===== config.mk =====
export PLATFORM = sky130hd
export DESIGN_NAME = if_id_queue
export DESIGN_NICKNAME = d
export VERILOG_FILES = /design/src/rtl/if_id_queue.sv
export SDC_FILE = /design/constraint.sdc
export NUM_CORES = 1
export LEC_CHECK = 0
export ABC_AREA = 1
export BUFFER_PORTS_ARGS = -buffer_cell sky130_fd_sc_hd__buf_2
export CORE_ASPECT_RATIO = 1.4
export CORE_UTILIZATION = 30
export CTS_BUF_LIST = sky130_fd_sc_hd__clkbuf_8
export DETAILED_ROUTE_END_ITERATION = 16
export GPL_ROUTABILITY_DRIVEN = 0
export HOLD_SLACK_MARGIN = 0.08
export PLACE_DENSITY = 0.51
export SYNTH_ARGS = -nofsm -noshare
export SYNTH_HDL_FRONTEND = slang
export SYNTH_SLANG_ARGS = --single-unit

===== constraint.sdc =====
create_clock -name cpu_clk -period 2.25 [get_ports cpu_clk]
set_input_delay 0.1125 -clock cpu_clk [delete_from_list [all_inputs] [get_ports cpu_clk]]
set_output_delay 0.1125 -clock cpu_clk [all_outputs]
set_load 0.01 [all_outputs]

===== src/rtl/if_id_queue.sv =====
// IF->ID instruction queue: circular buffer of {pc, pc4, inst} with ready/valid on both sides.
// Optional same-cycle bypass when empty is enabled by defining IF_ID_QUEUE_BYPASS_EN.
module if_id_queue #(
  parameter int DEPTH = 4,
  parameter int DW    = 32
) (
  input  logic                     cpu_clk,
  input  logic                     cpu_rst,
  input  logic                     flush,
  input  logic                     in_valid,
  output logic                     in_ready,
  input  logic [DW-1:0]            in_pc,
  input  logic [DW-1:0]            in_pc4,
  input  logic [DW-1:0]            in_inst,
  output logic                     out_valid,
  input  logic                     out_ready,
  output logic [DW-1:0]            out_pc,
  output logic [DW-1:0]            out_pc4,
  output logic [DW-1:0]            out_inst,
  output logic [$clog2(DEPTH):0]   count
);

  localparam int AW = $clog2(DEPTH);
  localparam int CW = AW + 1;
  localparam logic [CW-1:0] FULL_COUNT = CW'(DEPTH);

  typedef struct packed {
    logic [DW-1:0] pc;
    logic [DW-1:0] pc4;
    logic [DW-1:0] inst;
  } entry_t;

  entry_t         mem_reg [DEPTH];
  logic [AW-1:0]  wr_ptr_reg;
  logic [AW-1:0]  rd_ptr_reg;
  logic [CW-1:0]  count_reg;
  logic [CW-1:0]  count_next;

  logic           full;
  logic           empty;
  logic           stored_valid;
  logic           bypass;
  logic           push;
  logic           pop;
  logic [DEPTH-1:0] wr_en;
  entry_t         in_entry;
  entry_t         head_entry;
  entry_t         out_entry;

  assign full  = (count_reg == FULL_COUNT);
  assign empty = (count_reg == '0);

  // Ready/valid are both gated by reset so nothing handshakes while reset is held.
  assign in_ready     = cpu_rst && !full && !flush;
  assign stored_valid = cpu_rst && !empty && !flush;

`ifdef IF_ID_QUEUE_BYPASS_EN
  assign bypass = cpu_rst && empty && in_valid && !flush;
`else
  assign bypass = 1'b0;
`endif

  assign in_entry   = '{pc: in_pc, pc4: in_pc4, inst: in_inst};
  assign head_entry = mem_reg[rd_ptr_reg];
  assign out_entry  = bypass ? in_entry : head_entry;

  assign out_valid = stored_valid || bypass;
  assign out_pc    = out_entry.pc;
  assign out_pc4   = out_entry.pc4;
  assign out_inst  = out_entry.inst;
  assign count     = count_reg;

  // A bypassed entry consumed in the same cycle never touches storage.
  assign push = in_valid && in_ready && !(bypass && out_ready);
  assign pop  = stored_valid && out_ready;

  genvar gi;
  generate
    for (gi = 0; gi < DEPTH; gi++) begin : g_wr_en
      assign wr_en[gi] = push && (wr_ptr_reg == AW'(gi));
    end
  endgenerate

  always_ff @(posedge cpu_clk or negedge cpu_rst) begin
    if (!cpu_rst) begin
      for (int i = 0; i < DEPTH; i++) begin
        mem_reg[i] <= '0;
      end
    end else begin
      for (int i = 0; i < DEPTH; i++) begin
        if (wr_en[i]) begin
          mem_reg[i] <= in_entry;
        end
      end
    end
  end

  always_comb begin
    count_next = count_reg;
    case ({push, pop})
      2'b10:   count_next = count_reg + CW'(1);
      2'b01:   count_next = count_reg - CW'(1);
      default: count_next = count_reg;
    endcase
  end

  // Pointers wrap naturally because DEPTH is a power of two.
  always_ff @(posedge cpu_clk or negedge cpu_rst) begin
    if (!cpu_rst) begin
      wr_ptr_reg <= '0;
      rd_ptr_reg <= '0;
      count_reg  <= '0;
    end else if (flush) begin
      wr_ptr_reg <= '0;
      rd_ptr_reg <= '0;
      count_reg  <= '0;
    end else begin
      if (push) begin
        wr_ptr_reg <= wr_ptr_reg + AW'(1);
      end
      if (pop) begin
        rd_ptr_reg <= rd_ptr_reg + AW'(1);
      end
      count_reg <= count_next;
    end
  end

endmodule


==> flow_metrics.env <==
export IMPL_hold_path_class="input port to async pin"
export IMPL_drtIter0Drc=969
export IMPL_synthCells=1941
export IMPL_clock_latency_ns=0.66
export IMPL_grt_pass1_vias=14900
export IMPL_min_period_ns=2.23
export IMPL_crit_fanout=26
export IMPL_path_delay_family="flip-flops"
export IMPL_path_common_cell="buf_6"
export IMPL_cp_required_ns=2.14
export IMPL_worstMarginPinSlew_ns=0.960
export IMPL_leakage_nw=11.4
export IMPL_worst_path_buf_inv=3
export IMPL_synthMostInstantiatedCell="nand2_1"
export IMPL_synth_area_leaders="dfrtp_1 (54%), o21ai_2 (12%), nand2_1 (8.3%)"
export IMPL_hold_viol_final=0
export IMPL_fp_dieW_um=210
export IMPL_syn_nets=2047
export IMPL_cts_tree="done"
export IMPL_die_y_um=294
export IMPL_drv_cap=0
export IMPL_tns_ns=0
export IMPL_grt_busiest_layer="met2"
export IMPL_yosys_warnings=0
export IMPL_post_drt_wl_per_cell_um=18.3
export IMPL_grt_max_degree=163
export IMPL_clock_skew_ns=0.0327
export IMPL_fin_nets=2371
export IMPL_status="completed"
export IMPL_utilization_pct=39.1
export IMPL_relSlewSlack_pct=36.0
export IMPL_grt_util_all_layers_pct=18.2
export IMPL_syn_area_sq_um=18200
export IMPL_timing_fmax_mhz=449
export IMPL_critPathLaunchType="flop"
export IMPL_clk_pin_slew_worst_paths_ns=0.06
export IMPL_initial_core_util_pct=30.4
export IMPL_largest_reg_flops=384
export IMPL_drive_gt1_share_pct=30.9
export IMPL_core_rowCount=106
export IMPL_yosys_register_bits=391
export IMPL_ys_types=24
export IMPL_root_buffer="clkbuf_8"
export IMPL_area_growth_pct=28.4
export IMPL_slowest_stage="dfrtp_4"
export IMPL_grt_pass1_wl_um=86600
export IMPL_setup_worst_path_end_class="output port"
export IMPL_synth_edf_count=0
export IMPL_grt_use_met3_pct=3.29
export IMPL_drtAntennaViolNets=0
export IMPL_grtUsageMet2_pct=31.2
export IMPL_ys_seq_area_share_pct=53.6
export IMPL_rsz0062_at_grt="true"
export IMPL_p_per_area_nw_per_um2=956
export IMPL_path_cells="buf_6, buf_16, o21ai_0, o22ai_2, buf_6"
export IMPL_gr_usage_met1_pct=23.1
export IMPL_finalPower_mw=22.4
export IMPL_cts_buffer_depth=3
export IMPL_place_ws_ns=0.225
export IMPL_numCtsBuffers=70
export IMPL_io_pins=202
export IMPL_avgSynthCellArea_sq_um=9.40
export IMPL_fin_crit_sh_pct=99.0
export IMPL_portBuffers=201
export IMPL_overflow=0
export IMPL_setup_violations=0
export IMPL_drc=0
export IMPL_coreArea_sq_um=59900
export IMPL_vias_per_cell=4.72
export IMPL_cp_data_arrival_time_ns=2.11
export IMPL_layout_setup_ws_ns=0.0227
export IMPL_hpwl_um=30500
export IMPL_ir_drop_mv=0.523
export IMPL_yosys_area_top_type="dfrtp_1"
export IMPL_finalMaxSlewViolations=0
export IMPL_antenna_found_initial=2
export IMPL_die_area_sq_um=61800
export IMPL_cts_sinks=391
export IMPL_cpPeakStageDelay_ns=0.55
export IMPL_num_vias=14700
export IMPL_synth_top_area_share_pct=53.6
export IMPL_critPathKind="flop to output port"
export IMPL_synth_top_cells_by_count="nand2_1 (405), dfrtp_1 (391), o21ai_2 (243)"
export IMPL_htreeDepth=3
export IMPL_synthArstFlopShare_pct=100
export IMPL_firstDrtPassIters=5
export IMPL_ys_flop_type="dfrtp_1"
export IMPL_wirelength_um=57100
power breakdown:
| part | internal, mW | switching, mW |
|---|---|---|
| Sequential | 8.85 | 0.983 |
| Clock | 3.36 | 3.05 |
| Combinational | 2.74 | 3.40 |
| Total | 15.0 | 7.43 |
timing repair:
item,4_1_cts,5_1_grt
setup endpoints to repair,83,81
gates cloned,15,9
endpoints found under the hold margin,673,0
gates resized for setup,116,75
buffers inserted,14,6
pin swaps,33,18
hold buffers,102,0
cell type report:
type                            instances  area, sq um
Multi-Input combinational cell       1294         7160
Fill cell                            6060        36500
Tap cell                              810         1010
Clock buffer                           84         1160
Inverter                              109          434
Timing Repair Buffer                  398         3700
Timing Repair inverter                  1         8.76
Sequential cell                       391         9790
Clock inverter                         34          153
Antenna cell                            1         2.50
cells by family (layout without fill, tap and decap cells):
kind of cell | after synthesis | after routing | share of synthesized area (%)
compound gates | 676 | 676 | 24.2
simple gates | 612 | 612 | 12.9
flops | 391 | 391 | 53.6
buf+inv | 256 | 626 | 8.81
fa+ha+maj | 5 | 5 | 0.384
xor+xnor | 1 | 1 | 0.0480
other cells | 0 | 1 | 0
stage by stage:
step                instance area [sq um]  instances  hold slack (ns)
finish                              23400       3122            0.269
global route                        23400       3122            0.288
CTS                                 23100       3113            0.230
detailed placement                  19900       2865            0.192
global placement                    19900       2865            0.192
floorplan                           18200       1941           -0.183
worst paths after layout:
check	cells after the start	endpoint	startpoint	slack, ns
worst min-delay path	3	mem_reg[113]	cpu_rst	0.27
max in group asynchronous	5	rd_ptr_reg[0]	cpu_rst	0.27
worst max-delay path	5	out_inst[0]	rd_ptr_reg[0]	0.02
worst min register to register	2	mem_reg[149]	mem_reg[149]	0.47
worst max register to register	13	count[2]	count[1]	0.22
min in group cpu_clk	4	mem_reg[145]	in_pc4[17]	0.31
routing by layer:
| metal | routed length (um) | part of all wire, % | vias up |
|---|---|---|---|
| met5 | 13 | 0.023 | - |
| met4 | 1040 | 1.8 | 2 |
| met3 | 2540 | 4.5 | 68 |
| met2 | 28400 | 50 | 331 |
| met1 | 25100 | 44 | 7175 |
| li1 | - | - | 7156 |
tightest hold or removal path: stages:
cell and delay [ns]:
dlygate4sd3_1 0.57, buf_8 0.17, buf_12 0.50
placed cells by master (no fill, tap or decap), types with 2 or more instances in the layout:
master and n:
nand2_1 405, dfrtp_1 389, o21ai_2 252, buf_2 194
o21ai_1 170, nor2_1 161, o21ai_0 157, inv_1 130
dlygate4sd3_1 102, clkbuf_8 84, o22ai_1 74, nor2_2 33
buf_12 32, buf_4 31, o22ai_2 22, buf_16 16
buf_6 9, clkbuf_16 8, clkinv_2 6, buf_8 6
inv_6 4, nand2_8 4, nand3_1 4, ha_1 4
nor2_4 3, clkinvlp_4 2, dfrtp_4 2
Power figures use the tool's default switching activity.
